$ cat config.mk
export PLATFORM = sky130hd
export DESIGN_NAME = instr_fetch_unit
export DESIGN_NICKNAME = d
export VERILOG_FILES = /design/src/rtl/instr_fetch_unit.sv
export SDC_FILE = /design/constraint.sdc
export NUM_CORES = 1
export LEC_CHECK = 0
export ABC_CLOCK_PERIOD_IN_PS = 3900
export CORE_MARGIN = 2
export CORE_UTILIZATION = 57
export CTS_BUF_LIST = sky130_fd_sc_hd__clkbuf_8
export DETAILED_ROUTE_END_ITERATION = 8
export HOLD_SLACK_MARGIN = 0.05
export PLACE_DENSITY = 0.83
export SLEW_MARGIN = 10
export SYNTH_ARGS = -nofsm -noshare
export SYNTH_HDL_FRONTEND = slang
export SYNTH_SLANG_ARGS = --single-unit
$ cat constraint.sdc
create_clock -name clk -period 3.9 [get_ports clk]
set_input_delay 0.975 -clock clk [delete_from_list [all_inputs] [get_ports clk]]
set_output_delay 0.975 -clock clk [all_outputs]
set_load 0.05 [all_outputs]
$ cat src/rtl/instr_fetch_unit.sv
// Instruction fetch front end: PC generation, in-order imem requests, and a
// small PC/instruction buffer that feeds the fetch/decode register one word per cycle.
module instr_fetch_unit #(
  parameter logic [31:0] RESET_PC = 32'h0,
  parameter int          DEPTH    = 4
) (
  input  logic        clk,
  input  logic        rst,
  input  logic        jmp_en,
  input  logic [31:0] jmp_target,
  input  logic        stall,
  output logic        imem_req,
  output logic [31:0] imem_addr,
  input  logic        imem_gnt,
  input  logic        imem_rvalid,
  input  logic [31:0] imem_rdata,
  output logic        ins_valid,
  output logic [31:0] curr_pc,
  output logic [31:0] ACIns
);

  localparam int AW = $clog2(DEPTH);
  localparam int PW = AW + 1;

  logic [31:0]   fetch_pc;
  logic [PW-1:0] alloc_ptr;
  logic [PW-1:0] fill_ptr;
  logic [PW-1:0] rd_ptr;
  logic [PW-1:0] drop_cnt;
  logic [PW-1:0] occupancy;
  logic [31:0]   pc_buf    [DEPTH];
  logic [31:0]   instr_buf [DEPTH];

  logic grant;
  logic fill_en;
  logic drop_en;
  logic consume;

  // Slots are reserved at grant time, so occupancy counts in-flight requests too.
  assign occupancy = alloc_ptr - rd_ptr;
  assign imem_req  = !rst && (occupancy < PW'(DEPTH)) && (drop_cnt == '0) && !jmp_en;
  assign imem_addr = fetch_pc;

  assign grant   = imem_req && imem_gnt;
  assign fill_en = imem_rvalid && (drop_cnt == '0) && !jmp_en;
  assign drop_en = imem_rvalid && (drop_cnt != '0);
  assign consume = ins_valid && !stall;

  assign ins_valid = (fill_ptr != rd_ptr) && !jmp_en;
  assign curr_pc   = ins_valid ? pc_buf[rd_ptr[AW-1:0]]    : 32'h0;
  assign ACIns     = ins_valid ? instr_buf[rd_ptr[AW-1:0]] : 32'h0;

  always_ff @(posedge clk or posedge rst) begin
    if (rst) begin
      fetch_pc  <= RESET_PC;
      alloc_ptr <= '0;
      fill_ptr  <= '0;
      rd_ptr    <= '0;
      drop_cnt  <= '0;
    end else if (jmp_en) begin
      fetch_pc  <= jmp_target & ~32'h3;
      // Every unfilled request becomes a stale response; one arriving now is already gone.
      drop_cnt  <= drop_cnt + (alloc_ptr - fill_ptr) - {{AW{1'b0}}, imem_rvalid};
      alloc_ptr <= '0;
      fill_ptr  <= '0;
      rd_ptr    <= '0;
    end else begin
      if (grant) begin
        alloc_ptr <= alloc_ptr + 1'b1;
        fetch_pc  <= fetch_pc + 32'd4;
      end
      if (fill_en) fill_ptr <= fill_ptr + 1'b1;
      if (drop_en) drop_cnt <= drop_cnt - 1'b1;
      if (consume) rd_ptr   <= rd_ptr + 1'b1;
    end
  end

  always_ff @(posedge clk) begin
    if (grant)   pc_buf[alloc_ptr[AW-1:0]]   <= fetch_pc;
    if (fill_en) instr_buf[fill_ptr[AW-1:0]] <= imem_rdata;
  end

endmodule

==> summary.log <==
INFO  power          leakagePower=5.64nW
INFO  critical_path  delay_of_the_slowest_cell_on_the_worst_path=710ps
INFO  run_status     outcome=finished, final reports clean
INFO  logic_synthesis async_flop_share=14.5%
INFO  detailed_routing drt-vias-per-instance=5.98
INFO  floorplanning  initial_core_util=58.1%
INFO  timing         maxSlewViolCount=0
INFO  detailed_routing drt_first_iter_violations=500
INFO  critical_path  worstPathCellList=inv_1, ha_1, a21o_1, xor2_1, and4_1, buf_12
INFO  detailed_routing antenna_left=0
INFO  cts            post_cts_setup_buffers=0
INFO  floorplanning  core_region_area=21000um^2
INFO  logic_synthesis post_synth_inst_count=731
INFO  power          power-per-cell-area=538nW/um^2
INFO  timing         max_slew.worst_pin.slew=860ps
INFO  logic_synthesis yosysUniqueCellTypes=45
INFO  logic_synthesis synthesis.area_per_instance=16.7um^2
INFO  cts            cts_num_sinks=290
INFO  placement      place.detailed.instances=1146
INFO  cts            worst_skew_pair.late_latency=540ps
INFO  finish         instances_no_fill=1228
INFO  finish         layout.filler_cells=1122
INFO  finish         fin_nets=1006
INFO  detailed_routing routedWlPerCell=22.0um
INFO  grt            grt_pass1_wl=42.3mm
INFO  critical_path  crit_buf_inv=2
INFO  timing         timing.slew.headroom=42.6%
INFO  grt            groute.usage.overall=24.9%
INFO  placement      hpwlAfterDp=16.6mm
INFO  timing         setup_viol_count_final=0
INFO  finish         post-route-cell-area=15800um^2
INFO  timing         setup_repair_after_global_routing_missed_its_margin=false
INFO  timing         fmax=283MHz
INFO  timing         finalCritPeriodShare=90.5%
INFO  floorplanning  io_pins=168
INFO  critical_path  worstSetupEndpointType=primary output
INFO  finish         insertedDiodeCount=0
INFO  finish         layout_commonest_cell=edfxtp_1
INFO  timing         hold_viol=0
INFO  floorplanning  rows=53
INFO  detailed_routing vias=7343
INFO  cts            clock_tree.root_cell=clkbuf_8
INFO  placement      placement.cell_area=14900um^2
INFO  cts            cts_made_buffers=45
INFO  finish         syn_to_final_growth=29.6%
INFO  grt            grt_pass1_vias=7567
INFO  cts            worst_setup_hold_path_clk_slew=70ps
INFO  timing         timing.hold.ws=589ps
INFO  logic_synthesis edff_count_synth=248
INFO  cts            ctsHtreeMaxLevel=2
INFO  logic_synthesis mappedNetlistArea=12200um^2
INFO  cts            cts_tree=done
INFO  critical_path  critPathRequiredTime=2920ps
INFO  finish         leading_cell_types_in_the_layout_fill_and_taps_excluded=248 x edfxtp_1, 97 x clkdlybuf4s50_1, 71 x buf_12
INFO  timing         final_period_demand_of_the_worst_path=3530ps
INFO  timing         clock-skew-final=15.4ps
INFO  finish         final_layout_size_suffix_gt1_share=24.6%
INFO  floorplanning  fp.dieArea=22600um^2
INFO  cts            cts-root-to-sink-buffers=3
INFO  detailed_routing post-route-drc-count=0
INFO  floorplanning  chipHeight=150um
INFO  logic_synthesis dominantRegCellSynth=edfxtp_1
INFO  placement      port_buffers=161
INFO  critical_path  slowest_stage=dfrtp_2
INFO  cts            postCtsHoldBufs=0
INFO  critical_path  start_kind=flip-flop
INFO  timing         fin_tns_setup=0ps
INFO  critical_path  critPathTopFamily=flip-flops
INFO  logic_synthesis synth-seq-cells=290
INFO  critical_path  setup.worst_path.class=flip-flop to primary output
INFO  placement      routabilityCongestion=0.790
INFO  detailed_routing routed_wirelength=27.0mm
INFO  logic_synthesis sequential_fraction_of_the_synthesis_area=69.6%
INFO  hold_path      hp-class=flip-flop to flip-flop
INFO  grt            number_of_antenna_violations_at_the_first_check_in_global_routing=0
INFO  job            number_of_maximum_capacitance_constraint_violations=0
INFO  power          totalPowerFinal=8.52mW
INFO  detailed_routing dr.pass1.iters=5
INFO  power          ir_worst_vdd=0.500mV
INFO  grt            maximum_number_of_pins_on_one_net_before_global_route_repair=43
INFO  critical_path  path_max_fanout=18
INFO  floorplanning  horiz_die_dim=150um
INFO  cts            post_cts_resized=0
INFO  grt            overflow=0
INFO  logic_synthesis synth.yosys.warnings=0
INFO  critical_path  arrival=2550ps
[power by group]
group / internal [mW] / leakage [nW] / total [mW] / switching (mW)
logic: 1.05 / 2.39 / 2.30 / 1.25
clock network: 1.43 / 0.520 / 2.58 / 1.16
registers: 3.49 / 2.74 / 3.64 / 0.148
total: 5.97 / 5.64 / 8.52 / 2.55
[worst paths after layout]
| check | slack, ps | depth (start not counted) | startpoint | to |
|---|---|---|---|---|
| min in group asynchronous | 930 | 3 | rst | alloc_ptr[1] |
| max in group asynchronous | 2510 | 3 | rst | rd_ptr[0] |
| setup / recovery | 370 | 6 | rd_ptr[1] | imem_req |
| hold / removal | 590 | 0 | imem_addr[31] | pc_buf[1][31] |
| setup reg to reg | 990 | 7 | rd_ptr[1] | imem_addr[27] |
| hold reg to reg | 590 | 0 | imem_addr[31] | pc_buf[1][31] |
[cell type report]
type	instances	area, um^2	area share [%]
flip-flops and latches	290	8500	53.7
multi-input cells	375	3460	21.9
repair buffers	185	2520	15.9
clock buffers	52	716	4.52
well taps	275	344	2.17
clock inverters	30	214	1.35
inverters	21	78.8	0.498
[cells in the mapped netlist, types with 5 or more instances]
cell        n  area, um^2
clkbuf_1   35         131
or4_1      14         105
nand4_1     8        50.1
inv_1      21        78.8
xnor2_1    12         105
mux4_2     62        1400
dfrtp_1    42        1050
a31oi_1    17         106
buf_2       9        45.0
nand2_1    36         135
nor2_1     32         120
nand3_1    20         100
o21ai_0     7        35.0
nor2b_1     5        31.3
o211ai_1    9        67.6
a21oi_1     5        25.0
o31ai_1    14         105
and3_1     68         425
edfxtp_1  248        7450
ha_1       14         175
[kinds of logic after synthesis]
logic type      Yosys count  synth area share (%)
fa+ha+maj                18                  2.09
mux                      65                  11.7
other cells               1                0.0307
compound gates           63                  3.60
buf+inv                  69                  2.33
xor+xnor                 16                  1.15
flops                   290                  69.6
simple gates            209                  9.54
[per-stage QoR]
| step | utilization [%] | setup WS [ps] |
|---|---|---|
| 3_5_place_dp | 70.9 | 319 |
| 2_1_floorplan | - | 401 |
| 5_1_grt | 75.4 | 230 |
| 4_1_cts | 75.4 | 339 |
| 3_3_place_gp | 70.9 | 324 |
| 6_report | 75.4 | 371 |
[registers in the layout, summed over array words and instances (netlist names)]
register,count
instr_buf,128
rd_ptr,3
imem_addr,30
fill_ptr,3
drop_cnt,3
pc_buf,120
alloc_ptr,3
[layer usage]
layer  share of wire [%]  global-route usage, %  vias to the layer above
met5                   0                      0                        -
met1                  38                   32.6                     3685
li1                    -                      -                     3284
met3                 8.8                   6.94                       50
met4                 2.5                   8.58                        0
met2                  50                   40.7                      324
No activity file was read; power rests on OpenSTA's default activity.
